**src/rtl/bcd_stopwatch.sv**
```systemverilog
// rtl/bcd_stopwatch.sv - BCD stopwatch: hundredth prescaler, decade chain, run/stop FSM, 7-seg decode
// Optional lap hold enabled by BCD_STOPWATCH_LAP_EN; segments are active-high {g,f,e,d,c,b,a}.

module bcd7seg (
    input  logic [3:0] bcd,
    output logic [6:0] seg
);
    always_comb begin
        case (bcd)
            4'd0:    seg = 7'h3F;
            4'd1:    seg = 7'h06;
            4'd2:    seg = 7'h5B;
            4'd3:    seg = 7'h4F;
            4'd4:    seg = 7'h66;
            4'd5:    seg = 7'h6D;
            4'd6:    seg = 7'h7D;
            4'd7:    seg = 7'h07;
            4'd8:    seg = 7'h7F;
            4'd9:    seg = 7'h6F;
            default: seg = 7'h00;
        endcase
    end
endmodule

module bcd_stopwatch #(
    parameter int DIV    = 500000,
    parameter int DIGITS = 4
) (
    input  logic                  clk,
    input  logic                  rst,
    input  logic                  start_stop,
    input  logic                  clr,
`ifdef BCD_STOPWATCH_LAP_EN
    input  logic                  lap,
`endif
    output logic                  running,
    output logic                  tick,
    output logic                  rollover,
    output logic [4*DIGITS-1:0]   digits,
    output logic [7*DIGITS-1:0]   seg
);
    localparam int DW = $clog2(DIV);
    localparam logic [DW-1:0] DIV_LAST = DW'(DIV - 1);

    typedef enum logic {STOP, RUN} state_t;

    state_t              state, state_next;
    logic [DW-1:0]       divcnt, divcnt_next;
    logic [4*DIGITS-1:0] count, count_next;
    logic                carry;

    always_ff @(posedge clk or posedge rst) begin
        if (rst) begin
            state  <= STOP;
            divcnt <= '0;
            count  <= '0;
        end else begin
            state  <= state_next;
            divcnt <= divcnt_next;
            count  <= count_next;
        end
    end

    always_comb begin
        state_next = state;
        if (start_stop)
            state_next = (state == STOP) ? RUN : STOP;
    end

    assign running = (state == RUN);
    assign tick    = running && (divcnt == DIV_LAST);

    // Ripple carry: digit i advances only when every lower digit is wrapping from 9.
    always_comb begin
        divcnt_next = divcnt;
        count_next  = count;
        carry       = tick;
        for (int i = 0; i < DIGITS; i++) begin
            if (carry)
                count_next[4*i +: 4] = (count[4*i +: 4] == 4'd9) ? 4'd0 : count[4*i +: 4] + 4'd1;
            carry = carry && (count[4*i +: 4] == 4'd9);
        end
        rollover = carry;
        if (running) begin
            divcnt_next = tick ? '0 : divcnt + DW'(1);
        end else if (clr) begin
            divcnt_next = '0;
            count_next  = '0;
        end
    end

`ifdef BCD_STOPWATCH_LAP_EN
    logic [4*DIGITS-1:0] lap_value;
    logic                hold;

    always_ff @(posedge clk or posedge rst) begin
        if (rst) begin
            lap_value <= '0;
            hold      <= 1'b0;
        end else if (running && lap) begin
            if (!hold)
                lap_value <= count;
            hold <= !hold;
        end else if (!running && clr) begin
            hold <= 1'b0;
        end
    end

    assign digits = hold ? lap_value : count;
`else
    assign digits = count;
`endif

    for (genvar g = 0; g < DIGITS; g++) begin : g_seg
        bcd7seg u_bcd7seg (
            .bcd (digits[4*g +: 4]),
            .seg (seg[7*g +: 7])
        );
    end
endmodule
```
**config.mk**
```make
export PLATFORM = sky130hd
export DESIGN_NAME = bcd_stopwatch
export DESIGN_NICKNAME = d
export VERILOG_FILES = /design/src/rtl/bcd_stopwatch.sv
export SDC_FILE = /design/constraint.sdc
export NUM_CORES = 1
export LEC_CHECK = 0
export ABC_AREA = 1
export CAP_MARGIN = 0
export CORE_UTILIZATION = 49
export DETAILED_ROUTE_END_ITERATION = 8
export PLACE_DENSITY = 0.79
export SLEW_MARGIN = 10
export SYNTH_ARGS = -nofsm -noshare
export SYNTH_HDL_FRONTEND = slang
export SYNTH_SLANG_ARGS = --single-unit
```
**constraint.sdc**
```tcl
create_clock -name clk -period 2.1 [get_ports clk]
set_clock_uncertainty 0.2 [all_clocks]
set_input_delay 0.63 -clock clk [delete_from_list [all_inputs] [get_ports clk]]
set_output_delay 0.63 -clock clk [all_outputs]
set_load 0.005 [all_outputs]
```
==> results of run 1 <==
[metrics by stage]
stage                     hold WS (ns)  TNS, ns
after CTS                        0.381    -6.59
after detailed placement         0.369    -9.18
after global placement           0.349    -8.06
after floorplan                  0.285   -0.114
[kinds of logic after synthesis]
logic type      count (synthesis)  share of synthesized area [%]
simple gates                  223                           34.7
xor+xnor                       11                           3.21
buf+inv                        64                           8.09
flops                          36                           30.0
fa+ha+maj                      30                           12.5
compound gates                 61                           11.5
[repair_timing]
| action | CTS |
|---|---|
| setup buffers | 43 |
| gates resized for setup | 256 |
| pin swaps | 24 |
| endpoints found under the setup margin | 46 |
[per-layer routing]
metal,track usage (%),overflow
met5,27.3,0
met4,64.1,0
met3,48.1,0
met2,86.3,1
met1,67.5,0
==> out/summary.md, run 1 <==
The cell type with the highest aggregate area in the netlist was sky130_fd_sc_hd__dfrtp_1. The number of enable-type register cells in the synthesized netlist came out at 0. The tools report the initial core utilization as 50.7%. The number of hold buffers added after CTS was 0; the yosys synthesis warning count was 0. For the cell count after placement, the log shows 639. The congestion estimate from routability-driven global placement came to 0.861. sky130_fd_sc_hd__nand2_1 is the most common cell in the netlist. The die width was 80.3 microns; the detailed-placement wirelength estimate was 6.47 mm.

The stage where the run came to a stop is global routing (5_1_grt). Number of nets produced by synthesis: 459. The number of different library cells used by synthesis comes to 36. Synthesized area divided by synthesized cell count: 7.06 sq um. Counting along the longest clock path gives a buffer depth of 2.

The post-detailed-placement cell area is 4280 sq um. The post-synthesis instance area came out at 3000 sq um. The worst endpoint after global-route timing repair is rollover. The clock net in this run drives a total of 36 sinks. The number of clock buffers added by TritonCTS is 5. The count of standard-cell rows is 28. Synthesis inferred 36 register bits. For the sequential fraction of the synthesis area, the log shows 30.0%. Synthesis produced 425 cells. During placement, the flow inserted port buffers numbering 50. Sorting the synthesized cells by how often they occur yields sky130_fd_sc_hd__nand2_1, sky130_fd_sc_hd__inv_1, sky130_fd_sc_hd__nor2_1, sky130_fd_sc_hd__o21ai_0, sky130_fd_sc_hd__dfrtp_1. The run gives 1 as the total overflow reported by the global router. For the setup slack at placement, the log shows -0.536 ns. The tool reported: "[ERROR GRT-0232] Routing congestion too high. Check the congestion heatmap in the GUI". The share of the synthesized area in the top cell type is 30.0%. The tools report the number of H-tree levels as 2. Sorting the synthesized cells by area gives the leading types as sky130_fd_sc_hd__dfrtp_1, sky130_fd_sc_hd__nand2_1, sky130_fd_sc_hd__ha_1. Global routing consumed, over all layers together, 67.2% of the routing resources. The run stopped with a tool error. In this run the count of I/O pins placed on the die edge is 51. In this run the vertical extent of the chip is 80.3 microns. The fraction of synthesis flops using an asynchronous set or reset pin came out at 100%.

The pin category terminating the worst setup path after the last repair is an output port. Most instantiated flip-flop cell in the synthesis netlist: sky130_fd_sc_hd__dfrtp_1. Entering global routing, the biggest net connects 37 pins. Clock tree root driver cell: sky130_fd_sc_hd__clkbuf_8.
==> inputs of run 2 (changes only) <==
--- a/config.mk
+++ b/config.mk
@@ -7,9 +7,9 @@
 export LEC_CHECK = 0
 export ABC_AREA = 1
 export CAP_MARGIN = 0
-export CORE_UTILIZATION = 49
+export CORE_UTILIZATION = 40
 export DETAILED_ROUTE_END_ITERATION = 8
-export PLACE_DENSITY = 0.79
+export PLACE_DENSITY_LB_ADDON = 0.15
 export SLEW_MARGIN = 10
 export SYNTH_ARGS = -nofsm -noshare
 export SYNTH_HDL_FRONTEND = slang
==> constraint.sdc (replaced) <==
create_clock -name clk -period 2.7 [get_ports clk]
set_clock_uncertainty 0.2 [all_clocks]
set_input_delay 0.81 -clock clk [delete_from_list [all_inputs] [get_ports clk]]
set_output_delay 0.81 -clock clk [all_outputs]
set_load 0.005 [all_outputs]
==> out/summary.md, run 2 <==
The wire length of the first global-routing pass was 12.8 mm. The tools report the clock tree root driver cell as sky130_fd_sc_hd__clkbuf_8. The checks that failed: setup timing. After synthesis, flip-flops and latches occupy 30.0% of the total area. In this run the horizontal extent of the chip is 88.6 microns.

The flow ran to the end, but the final reports show violations. Across the run, the number of max-cap violations was 0. The critical path data arrival time is 1.70 ns, and the number of clock buffers inserted by TritonCTS is 5. The post-detailed-placement cell area came out at 4050 sq um.

By instance count, the leading cell after synthesis is sky130_fd_sc_hd__nand2_1. The top cell types in the final layout, fill and taps aside, are sky130_fd_sc_hd__nand2_1, sky130_fd_sc_hd__buf_4, sky130_fd_sc_hd__inv_1, sky130_fd_sc_hd__nor2_1, sky130_fd_sc_hd__dfrtp_1. In this run the critical register-to-register path is captured at digits[9].

STA classifies the critical path endpoint as an output port. The flip-flop count of the largest register after layout was 19. In this run the worst setup path begins at divcnt[6]. The launching point of the worst reg2reg path was digits[0].

Core utilization of the finished layout: 59.2%. In the synthesized netlist, the cells that appear most often are sky130_fd_sc_hd__nand2_1, sky130_fd_sc_hd__inv_1, sky130_fd_sc_hd__nor2_1, sky130_fd_sc_hd__o21ai_0, sky130_fd_sc_hd__dfrtp_1. The leakage power was 2.12 nW; the transition time of the tightest slew-check pin was 0.471 ns. Ranked by flip-flop count, first place goes to divcnt. Of all cell types, the one taking the most synthesized area is sky130_fd_sc_hd__dfrtp_1.

For the finished layout, the period the worst path requires is 2.71 ns. The number of vias after detailed routing was 3115. Setup total negative slack on the finished layout was measured at -0.00943 ns. The number of H-tree levels came out at 2.

Yosys attributes the largest share of cell area to sky130_fd_sc_hd__dfrtp_1, sky130_fd_sc_hd__nand2_1, sky130_fd_sc_hd__ha_1. The last element of the critical path was rollover. The die is 88.6 microns tall. The run gives 7250 sq um as the area inside the core boundary. From synthesis to final layout, the design area changed by 43.1%. Derived from the worst setup path, the maximum achievable clock frequency is 369 MHz. Setup repair after global routing could not meet its margin everywhere.

Total count of hold-check failures in the final report: 0. Summing every instance area after synthesis gives 3000 sq um. The share of synthesized area in the top cell type comes to 30.0%.

Timing analysis after detailed placement gives a worst setup slack of -0.0661 ns. The clock reaches the later pin of the worst-skew pair after 0.28 ns. Hold path startpoint: divcnt[17]. Each instance of the synthesized netlist takes up on average 7.06 sq um. The number of instances in the synthesized netlist came out at 425. Dividing the detail-routed wire length by the instance count gives 11.7 microns. The most instantiated flip-flop cell in the synthesis netlist was sky130_fd_sc_hd__dfrtp_1. The via count normalized by instance count is 4.73. Clock-pin slew was measured on the worst setup and hold paths at 0.07 ns. TritonCTS built the clock tree. Detailed placement finished with a half-perimeter wire length of 5.71 mm.

The count of clock tree sinks was 36. The worst setup path is of the reg -> out kind. For the last weighted congestion value of the routability-driven placer, the log shows 0.854. Port buffering added 50 buffers. The floorplan step defined a die boundary enclosing 7850 sq um. After global routing the overflow that remains totals 0. The violation count after the first detailed-route iteration was 141; the final count of negative-setup-slack endpoints was 1. The path class of the tightest hold or removal check is reg -> reg. After synthesis, the share of flip-flops with an asynchronous set or reset is 100%. The number of remaining DRC errors is 0, and the final critical-path share of the clock period is 100%. The final antenna diode count came out at 0.

The tools report the via count of the first global-routing pass as 2850. The worst setup path is launched from a register. The post-route netlist has 25.9% of its cells at a drive strength greater than 1.

The number of enable-type register cells in the synthesized netlist is 0. The tools report the number of antenna violations at the first check in global routing as 0. Before antenna repair, the detailed router went through 5 iterations. Summed over all layers, the routed wires come to 7.70 mm. The floorplan has 31 rows. The tools report the final worst slack as -0.00943 ns.

For the number of buffers on the longest clock path, the log shows 2. The final design area excluding fillers is 4290 sq um. For this run, the total global-route usage over all layers was measured as 20.8%.

For this configuration, the core starts out at a cell density of 41.4%. Entering global routing, the biggest net connects 37 pins. The worst-case headroom to the max-slew limit was 68.6%; the peak fanout along the critical path was 3. The number of hold buffers added after CTS was 0.

The worst-case IR drop observed on VDD is 348 uV. The number of cells on the worst reg-to-reg path is 8. For this run, the post-layout net count is 592.

The Yosys step of the flow raised 0 warnings. The remaining antenna violation count after routing was 0. The final hold slack came out at 0.327 ns. In this run, distinct cell masters in the synthesized netlist total 36. Power per unit of standard cell area: 316 nW/um^2. The leading cell type in the layout, fill and taps excluded is sky130_fd_sc_hd__nand2_1. The worst-case register-to-register setup slack was 0.59 ns. Number of pins exceeding their max-slew limit in the final report: 0. The run gives 459 as the number of nets produced by synthesis. Synthesis inferred 36 register bits. For this design the top-level I/O count stands at 51. For the worst setup path, the data required time is 1.69 ns.
[run 2: through the flow]
stage               power (mW)  instances
finish                    1.36        658
global route              1.43        658
CTS                       1.37        656
detailed placement       0.959        629
global placement         0.951        629
floorplan                0.798        425
[run 2: per-layer routing]
metal  vias up  share of wire [%]  wire length [microns]  GRT usage, %
li1       1630                  -                      -             -
met1      1415                 46                   3540          27.0
met2        59                 49                   3800          36.4
met3        11                3.5                    268          2.80
met4         0                1.2                     92          5.57
met5         -                  0                      0             0
[run 2: layout make-up]
type                    count  area [sq um]
multi-input cells         325          1910
fillers                   685          2960
clock buffers               8          90.1
repair buffers            129          1040
well taps                  99           124
inverters                  61           233
flip-flops and latches     36           903
[run 2: worst min-delay path by stage]
stage | to | slack [ns] | depth (start not counted)
after floorplan | divcnt[0] | 0.29 | 1
after global placement | divcnt[17] | 0.30 | 2
after detailed placement | divcnt[17] | 0.31 | 2
after CTS | divcnt[17] | 0.33 | 2
after global routing | divcnt[17] | 0.36 | 2
final | divcnt[17] | 0.33 | 2
[run 2: logic make-up after synthesis]
group / Yosys count / synth area share [%]
AO/OA/AOI/OAI: 61 / 11.5
XOR/XNOR: 11 / 3.21
adder cells (fa/ha/maj): 30 / 12.5
buffers and inverters: 64 / 8.09
flip-flops: 36 / 30.0
AND/OR/NAND/NOR: 223 / 34.7
[run 2: repair_timing]
| item | 4_1_cts | 5_1_grt |
|---|---|---|
| setup buffers | 19 | 3 |
| endpoints found under the setup margin | 30 | 18 |
| resized for setup | 65 | 40 |
| endpoints found under the hold margin | 0 | 0 |
| pin swaps | 7 | 6 |
[run 2: critical path, cell delays in order, from the launching register on]
cell                      delay (ns)
sky130_fd_sc_hd__dfrtp_1        0.40
sky130_fd_sc_hd__inv_2          0.06
sky130_fd_sc_hd__nand2_1        0.05
sky130_fd_sc_hd__nor2_2         0.15
sky130_fd_sc_hd__nand2_2        0.12
sky130_fd_sc_hd__nor3_4         0.20
sky130_fd_sc_hd__buf_6          0.13
sky130_fd_sc_hd__nand4_4        0.08
sky130_fd_sc_hd__nor2_2         0.11
sky130_fd_sc_hd__buf_2          0.12
[run 2: power by group]
| group | switching [mW] | internal, mW | leakage, nW |
|---|---|---|---|
| sequential | 0.0189 | 0.570 | 0.494 |
| combinational | 0.235 | 0.148 | 1.58 |
| clock | 0.179 | 0.208 | 0.0455 |
(Power assumes the default switching activity.)
